--- config.mk ---
export PLATFORM = sky130hd
export DESIGN_NAME = program_loader
export DESIGN_NICKNAME = d
export VERILOG_FILES = /design/src/rtl/program_loader_pkg.sv /design/src/rtl/program_loader_timeout.sv /design/src/rtl/program_loader.sv
export SDC_FILE = /design/constraint.sdc
export NUM_CORES = 1
export LEC_CHECK = 0
export BUFFER_PORTS_ARGS = -buffer_cell sky130_fd_sc_hd__buf_2
export CORE_ASPECT_RATIO = 0.6
export CORE_MARGIN = 5
export CORE_UTILIZATION = 50
export DETAILED_ROUTE_END_ITERATION = 6
export HOLD_SLACK_MARGIN = 0.15
export PLACE_DENSITY = 0.76
export SLEW_MARGIN = 15
export SYNTH_ARGS = -nofsm -noshare
export SYNTH_HDL_FRONTEND = slang
export SYNTH_SLANG_ARGS = --single-unit
--- constraint.sdc ---
create_clock -name clk -period 2.1 [get_ports clk]
set_input_delay 0.42 -clock clk [delete_from_list [all_inputs] [get_ports clk]]
set_output_delay 0.42 -clock clk [all_outputs]
set_load 0.03 [all_outputs]
--- src/rtl/program_loader_pkg.sv ---
// Shared definitions for the program loader: FSM state encoding and error codes.
package program_loader_pkg;

  typedef enum logic [3:0] {
    ST_IDLE,
    ST_LEN_HI,
    ST_LEN_LO,
    ST_DATA_HI,
    ST_DATA_LO,
    ST_WRITE,
    ST_CHK_HI,
    ST_CHK_LO,
    ST_DONE,
    ST_ERROR
  } loader_state_e;

  localparam logic [1:0] ERR_NONE     = 2'd0;
  localparam logic [1:0] ERR_TIMEOUT  = 2'd1;
  localparam logic [1:0] ERR_CHECKSUM = 2'd2;
  localparam logic [1:0] ERR_LENGTH   = 2'd3;

endpackage

--- src/rtl/program_loader_timeout.sv ---
// Inter-byte timeout for the loader: loadable down-counter, expire flags the last allowed idle cycle.
module program_loader_timeout #(
  parameter int unsigned TIMEOUT_CYCLES = 65535
) (
  input  logic clk,
  input  logic rst_n,
  input  logic load,
  input  logic count_en,
  output logic expire
);

  localparam int unsigned W = $clog2(TIMEOUT_CYCLES + 1);
  localparam logic [W-1:0] LOAD_VAL = W'(TIMEOUT_CYCLES);

  logic [W-1:0] cnt_q, cnt_d;

  always_comb begin
    cnt_d = cnt_q;
    if (load) begin
      cnt_d = LOAD_VAL;
    end else if (count_en && (cnt_q != '0)) begin
      cnt_d = cnt_q - W'(1);
    end
  end

  // Fires on the idle cycle that would bring the elapsed count up to TIMEOUT_CYCLES.
  assign expire = count_en && !load && (cnt_q == W'(1));

  always_ff @(posedge clk or negedge rst_n) begin
    if (!rst_n) begin
      cnt_q <= '0;
    end else begin
      cnt_q <= cnt_d;
    end
  end

endmodule

--- src/rtl/program_loader.sv ---
// Streams a length-prefixed, XOR-checksummed program image from a byte link into
// program memory while holding the CPU in reset.
//
// state    | meaning
// IDLE     | after reset, CPU held in reset, waiting for start
// LEN_HI   | waiting for high byte of word count
// LEN_LO   | waiting for low byte of word count, length checked on accept
// DATA_HI  | waiting for high byte of next data word
// DATA_LO  | waiting for low byte of next data word
// WRITE    | one-cycle write strobe to program memory
// CHK_HI   | waiting for high byte of checksum
// CHK_LO   | waiting for low byte of checksum, compared on accept
// DONE     | image loaded, CPU released
// ERROR    | load failed, error code held, CPU held in reset
module program_loader
  import program_loader_pkg::*;
#(
  parameter int unsigned ADDR_WIDTH     = 12,
  parameter int unsigned TIMEOUT_CYCLES = 65535
) (
  input  logic                  clk,
  input  logic                  reset,
  input  logic                  start,
  input  logic [7:0]            rx_data,
  input  logic                  rx_valid,
  output logic                  rx_ready,
  output logic [ADDR_WIDTH-1:0] mem_address,
  output logic [15:0]           mem_data_in,
  output logic                  mem_write_enable,
  output logic                  cpu_reset,
  output logic                  busy,
  output logic                  done,
  output logic [1:0]            error
);

  localparam int unsigned MAX_WORDS = 1 << ADDR_WIDTH;
  localparam int unsigned RW        = ADDR_WIDTH + 1;

  loader_state_e         state_q, state_d;
  logic [ADDR_WIDTH-1:0] addr_q, addr_d;
  logic [RW-1:0]         remaining_q, remaining_d;
  logic [15:0]           chk_q, chk_d;
  logic [15:0]           word_q, word_d;
  logic [7:0]            hi_q, hi_d;
  logic [1:0]            err_q, err_d;

  logic        xfer, idle_like, start_load, to_load, to_count, to_expire;
  logic [15:0] rx_word;

  assign rx_ready   = state_q inside {ST_LEN_HI, ST_LEN_LO, ST_DATA_HI,
                                      ST_DATA_LO, ST_CHK_HI, ST_CHK_LO};
  assign xfer       = rx_valid && rx_ready;
  assign idle_like  = state_q inside {ST_IDLE, ST_DONE, ST_ERROR};
  assign start_load = start && idle_like;
  assign rx_word    = {hi_q, rx_data};
  assign to_load    = xfer || start_load;
  assign to_count   = rx_ready && !xfer;

  program_loader_timeout #(.TIMEOUT_CYCLES(TIMEOUT_CYCLES)) u_timeout (
    .clk      (clk),
    .rst_n    (reset),
    .load     (to_load),
    .count_en (to_count),
    .expire   (to_expire)
  );

  always_comb begin
    state_d     = state_q;
    addr_d      = addr_q;
    remaining_d = remaining_q;
    chk_d       = chk_q;
    word_d      = word_q;
    hi_d        = hi_q;
    err_d       = err_q;

    case (state_q)
      ST_IDLE, ST_DONE, ST_ERROR: begin
        if (start) begin
          state_d     = ST_LEN_HI;
          addr_d      = '0;
          remaining_d = '0;
          chk_d       = '0;
          err_d       = ERR_NONE;
        end
      end
      ST_LEN_HI, ST_DATA_HI, ST_CHK_HI: begin
        if (xfer) begin
          hi_d    = rx_data;
          state_d = loader_state_e'(state_q + 4'd1);
        end
      end
      ST_LEN_LO: begin
        if (xfer) begin
          if (32'(rx_word) > MAX_WORDS) begin
            state_d = ST_ERROR;
            err_d   = ERR_LENGTH;
          end else if (rx_word == 16'd0) begin
            state_d = ST_CHK_HI;
          end else begin
            state_d     = ST_DATA_HI;
            remaining_d = RW'(rx_word);
          end
        end
      end
      ST_DATA_LO: begin
        if (xfer) begin
          word_d  = rx_word;
          state_d = ST_WRITE;
        end
      end
      ST_WRITE: begin
        addr_d      = addr_q + ADDR_WIDTH'(1);
        chk_d       = chk_q ^ word_q;
        remaining_d = remaining_q - RW'(1);
        state_d     = (remaining_q == RW'(1)) ? ST_CHK_HI : ST_DATA_HI;
      end
      ST_CHK_LO: begin
        if (xfer) begin
          if (rx_word == chk_q) begin
            state_d = ST_DONE;
          end else begin
            state_d = ST_ERROR;
            err_d   = ERR_CHECKSUM;
          end
        end
      end
      default: state_d = ST_IDLE;
    endcase

    // Only asserted in receive states without a transfer, so an accepted byte always wins.
    if (to_expire) begin
      state_d = ST_ERROR;
      err_d   = ERR_TIMEOUT;
    end
  end

  always_ff @(posedge clk or negedge reset) begin
    if (!reset) begin
      state_q     <= ST_IDLE;
      addr_q      <= '0;
      remaining_q <= '0;
      chk_q       <= '0;
      word_q      <= '0;
      hi_q        <= '0;
      err_q       <= ERR_NONE;
    end else begin
      state_q     <= state_d;
      addr_q      <= addr_d;
      remaining_q <= remaining_d;
      chk_q       <= chk_d;
      word_q      <= word_d;
      hi_q        <= hi_d;
      err_q       <= err_d;
    end
  end

  assign mem_address      = addr_q;
  assign mem_data_in      = word_q;
  assign mem_write_enable = (state_q == ST_WRITE);
  assign cpu_reset        = (state_q != ST_DONE);
  assign busy             = !idle_like;
  assign done             = (state_q == ST_DONE);
  assign error            = err_q;

endmodule

==> impl_results.md, run 1 <==
- Status: finished clean
- CTS tree: yes
- Fin Setup TNS: 0 ps
- Global route hottest layer: met1
- CP Data Arrival Time: 1660 ps
- Slew headroom: 71.58%
- Crit path capture type: output port
- Max_cap viols: 0
- Fillers: 660
- Synth Instances: 483
- Port-buffer cells: 46
- Synthesis Warnings: 0
- Clock Sink Count: 87
- Post-route DRC: 0
- Root Driver: clkbuf_16
- Area of the multi-input gates: 2594 um^2
- Proportion of layout cells with a drive suffix above 1: 33.39%
- Vias in the first global route: 4,011
- Slew @ Worst Pin: 422.4 ps
- CTS clk-pin slew, worst paths: 60 ps
- Post-Place Worst Slack: -173.7 ps
- Yosys reg bits: 87
- Gr ovfl total: 0
- First-pass GRT wire length: 21,310 um
- Die Ht: 84.88 um
- GP Congestion: 0.9197
- PwrDens: 1130 nW/um^2
- Drt wl/cell: 18.48 um
- Post-synth EDFFs: 0
- Core area: 9155 um^2
- WL final: 13,590 um
- Final setup fails: 0
- Synthesized cell area: 4672 um^2
- Top FF cell, synth: dfrtp_1
- Tot GR Track Use: 23.69%
- Worst hold path type: in2reg
- Boundary Pins: 47
- Max IR drop VDD: 0.0005758 V
- Die width: 134.8 um
- Met2 usage: 32.56%
- Cts bufs inserted: 9
- Final hold violation count: 0
- Pleak: 2.789 nW
- Syn_area_per_cell: 9.673 um^2
- Skew final: 6.675 ps
- Pins Over Slew Limit: 0
- Maximum fanout along the worst path: 4
- Via Count: 4,239
- WS Path Type: reg2out
- Die Footprint: 11,440 um^2
- Crit share post-route: 99.01%
- Detail Route Antenna Nets: 0
- Sequential Area: 2177 um^2
- Synth unique cells: 54
- Worst setup SP type: register
- Final hold slack: 493.1 ps
- Unrepaired setup endpoints after global routing: true
- Worst skew pair latency: 350 ps
- Clk buf depth: 2
- H-tree depth: 3
- Fraction of registers with async set/reset: 100.0%
- GRT met3 Usage: 8.116%
- Tmin final: 2079 ps
- Initial antenna violation count: 0
- Initial Utilization: 51.03%
- Dpl hpwl: 9298 um
- Layout area overhead: 32.57%
- Fmax: 0.4810 GHz
- Most frequent cells in the layout: dfrtp_1 (87), buf_4 (74), nand2_1 (52)
- Post-DR vias/cell: 5.767
- Worst setup margin: 20.86 ps
- Post-Syn Nets: 505
- Nets: 623
- Drt pass-1 iters: 6
- Leading cell type in the layout, fill and taps excluded: dfrtp_1
- Sequential fraction of the synthesis area: 46.60%
- Largest net degree at the start of global routing: 45
- GR Util met1: 35.36%
- Iteration-0 DRC Markers: 423
- Ant. Diodes: 0
- Worst Path Required: 1680 ps
- Cell Rows: 27
-- cell usage after synthesis (all sizes together) (2+ instances only) --
cell     instances  area [um^2]
and3             7        43.79
nand2b           4        32.53
nand3b           4        33.78
a211o            2        17.52
xor2            24        210.2
and2             4        25.02
inv             13        48.80
buf              7        40.04
a32oi            4        35.03
nand3           17        85.08
nor3b            3        32.53
xnor2           20        175.2
or2              2        12.52
a22oi            4        30.03
a31oi            4        25.02
mux2            23        259.0
ha              10        125.1
or3              5        36.28
a211oi           3        35.03
or4              9        75.07
nor4            11        90.08
nor3            16        85.08
a41oi            3        26.28
o21ai           43        219.0
nand2           52        195.2
nor2            51        191.4
mux2i            3        30.03
nand4            7        43.79
clkbuf          10        37.54
a21oi           22        110.1
dfrtp           87         2177
o2bb2ai          2        17.52
-- metrics by stage --
stage	cell area [um^2]	instances	utilization [%]	total power [mW]
3_3_place_gp	5532	707	60.42	4.572
3_5_place_dp	5532	707	60.42	4.636
2_1_floorplan	4690	483	-	3.561
4_1_cts	5972	724	65.23	6.666
5_1_grt	6193	735	67.65	7.344
6_report	6193	735	67.65	6.999
-- state kept, by name, indices dropped and copies added (netlist names) --
name and cells:
error 2, state_q 4, chk_q 16, u_timeout.cnt_q 16, remaining_q 13, mem_address 12
mem_data_in 16, hi_q 8
-- critical path, stage by stage, from the launching register on --
cell	delay (ps)
dfrtp_1	390
inv_2	100
ha_2	220
buf_4	140
nand3b_1	170
inv_2	130
buf_4	160
-- metal layers --
layer	up-vias	share of wire (%)
met5	-	0
met4	0	1.5
met3	23	9.4
met2	191	44
met1	2068	45
li1	1957	-
-- final timing paths --
| kind | startpoint | endpoint | slack, ps | cells after the start |
|---|---|---|---|---|
| worst max-delay path | state_q[1] | mem_write_enable | 20 | 6 |
| worst min-delay path | rx_data[1] | mem_data_in[1] | 490 | 3 |
| worst max register to register | state_q[1] | hi_q[1] | 30 | 9 |
| worst min register to register | mem_address[11] | mem_address[11] | 510 | 1 |
| max in group asynchronous | reset | u_timeout.cnt_q[14] | 980 | 3 |
| min in group asynchronous | reset | mem_data_in[6] | 540 | 2 |
-- kinds of logic after synthesis --
group                    synth area share [%]
AO/OA/AOI/OAI                           12.02
XOR/XNOR                                8.249
adder cells (fa/ha/maj)                 2.678
buffers and inverters                   2.705
flip-flops                              46.60
multiplexers                            6.186
AND/OR/NAND/NOR                         21.56
-- timing repair --
action / CTS / global route
pin swaps: 2 / 10
hold buffers: 1 / 0
endpoints found under the hold margin: 27 / 0
endpoints found under the setup margin: 20 / 45
gates resized for setup: 21 / 32
gates cloned: 0 / 2
setup buffers: 1 / 9
-- final cells by class --
cell class / count / share of cell area, %
Clock buffer: 12 / 4.141
Sequential cell: 87 / 35.15
Clock inverter: 3 / 1.455
Inverter: 13 / 0.7879
Tap cell: 130 / 2.626
Timing Repair Buffer: 122 / 13.96
Multi-Input combinational cell: 368 / 41.88
-- report_power, final --
group          internal, mW  switching, mW  total, mW  leakage, nW
combinational          1.33           1.69       3.03         1.51
sequential             1.88          0.213       2.10         1.11
clock                  1.22          0.656       1.88        0.169
total                  4.44           2.56       7.00         2.79
No activity file was read; power rests on OpenSTA's default activity.
==> inputs of run 2 (changes only) <==
- CTS_CLUSTER_DIAMETER: unset -> 30
- PLACE_DENSITY: 0.76 -> unset
- PLACE_DENSITY_LB_ADDON: unset -> 0.1
==> run 2 against run 1 <==
Critical endpoint is now u_timeout.cnt_q[14]. Wire length rose by 1.8%. Clock power shrank 7%. Clock skew is 1.3 ps higher. Largest power group unchanged. Largest cell class unchanged. Maximum frequency shrank 1.9%. Sequential power is essentially flat. Setup slack worse by 40 ps. Die area unchanged. Critical path depth fell by 1. The flow now finishes with violations (negative setup slack). Combinational power up 13%.
==> impl_results.md, run 2 (same netlist as run 1, synthesis figures left out) <==
- Status: finished, violations left
- Failing checks: negative setup slack
- Ant. Diodes: 0
- Max_cap viols: 0
- Switching power: 2.728 mW
- Nets: 641
- Worst hold path type: in2reg
- Iteration-0 DRC Markers: 298
- Boundary Pins: 47
- Post-route DRC: 0
- Die width: 134.8 um
- Worst skew pair latency: 350 ps
- Core area: 9155 um^2
- Port-buffer cells: 46
- First-pass GRT wire length: 22,070 um
- H-tree depth: 3
- Post-Layout Cell Count: 754
- Clock group share of total power: 23.8%
- Detail Route Antenna Nets: 0
- Unrepaired setup endpoints after global routing: true
- Sequential share of power: 29.0%
- Tot GR Track Use: 24.61%
- Max IR drop VDD: 0.0006643 V
- Initial Utilization: 51.03%
- CTS tree: yes
- WL final: 13,830 um
- CP Data Arrival Time: 2350 ps
- Post-DR vias/cell: 5.748
- GP Congestion: 0.9226
- Worst setup SP type: register
- Wl on met1: 6826 um
- Fmax: 0.4718 GHz
- Skew final: 8.021 ps
- Largest net degree at the start of global routing: 31
- PwrDens: 1128 nW/um^2
- Die Ht: 84.88 um
- Met2 wire length: 5646 um
- CTS clk-pin slew, worst paths: 60 ps
- Root Driver: clkbuf_16
- Slowest cell on crit path: or4_4
- Final hold violation count: 0
- Pleak: 2.904 nW
- Layout area overhead: 38.14%
- Most frequent cells in the layout: dfrtp_1 (86), buf_4 (82), nand2_1 (52)
- Clock Sink Count: 87
- Area of the multi-input gates: 2704 um^2
- Final setup fails: 3
- WS Path Type: reg2reg
- Fin util: 70.49%
- Crit share post-route: 100.9%
- Sw Share: 37.47%
- Cts bufs inserted: 9
- CP peak stage delay: 580 ps
- Drt pass-1 iters: 5
- Slew @ Worst Pin: 427.0 ps
- Comb power frac: 47.1%
- Placed insts: 720
- Slew headroom: 71.43%
- Clk buf depth: 2
- Via Count: 4,334
- Leading cell type in the layout, fill and taps excluded: dfrtp_1
- Initial antenna violation count: 0
- Sequential Area: 2178 um^2
- Vias in the first global route: 4,137
- Worst Path Required: 2330 ps
- Internal Power: 4.552 mW
- Max Used Layer: met4
- Cell Rows: 27
- Worst setup margin: -19.43 ps
- Fin Setup TNS: -39.95 ps
- Maximum fanout along the worst path: 3
- Gr ovfl total: 0
- Crit path capture type: register
- Tmin final: 2119 ps
- Met3 wire len: 1124 um
- Pins Over Slew Limit: 0
- Fillers: 710
- CP Cell Sequence: or4_4, or3_4, or3_1, xor2_1, nand2_1
- Proportion of layout cells with a drive suffix above 1: 37.82%
- Drt wl/cell: 18.34 um
- Final hold slack: 481.9 ps
- Die Footprint: 11,440 um^2
- Dpl hpwl: 9434 um
## run 2: per-stage QoR
stage	cell area, um^2	total power [mW]	worst slack (ps)
final	6454	7.280	-19.43
after CTS	6135	6.780	-29.04
after global routing	6454	7.630	-97.60
after detailed placement	5629	4.765	-201.4
after floorplan	4690	3.561	0.9555
after global placement	5629	4.718	-125.8
## run 2: power groups by stage
| stage | combinational (mW) | sequential [mW] | clock, mW |
|---|---|---|---|
| 2_1_floorplan | 1.37 | 2.19 | 0 |
| 3_3_place_gp | 2.62 | 2.09 | 0 |
| 3_5_place_dp | 2.66 | 2.10 | 0 |
| 4_1_cts | 2.94 | 2.08 | 1.76 |
| 5_1_grt | 3.64 | 2.14 | 1.85 |
| 6_report | 3.43 | 2.11 | 1.74 |
## run 2: path summary, 6_finish.rpt
path                                    startpoint             endpoint  slack [ps]  cells past startpoint
worst max-delay path            u_timeout.cnt_q[3]  u_timeout.cnt_q[14]         -20                      5
worst min-delay path                    rx_data[7]              hi_q[7]         480                      3
worst max register to register  u_timeout.cnt_q[3]  u_timeout.cnt_q[14]         -20                      5
worst min register to register     mem_address[11]      mem_address[11]         490                      1
max in group asynchronous                    reset            chk_q[13]         990                      3
min in group asynchronous                    reset             chk_q[5]         540                      2
## run 2: final cells by class
type,count,area share (%)
Multi-Input combinational cell,369,41.90
Sequential cell,87,33.75
Timing Repair Buffer,139,15.90
Clock buffer,14,4.556
Tap cell,130,2.520
Inverter,13,0.8337
Clock inverter,2,0.5428
## run 2: timing repair
item	in CTS	in global routing
setup endpoints to repair	26	59
hold buffers	1	0
endpoints found under the hold margin	24	0
pin swaps	7	30
gates resized for setup	30	61
gates cloned	3	0
setup buffers	3	11
## run 2: layer usage
layer,vias up,track usage (%)
met5,-,0
met4,0,6.192
met3,29,6.043
met2,180,33.56
met1,2130,38.76
li1,1995,-
## run 2: critical path: cells and delay by family (launching register included)
kind / cells / cell delay (ps)
xor+xnor: 1 / 150
simple gates: 4 / 1480
flops: 1 / 390
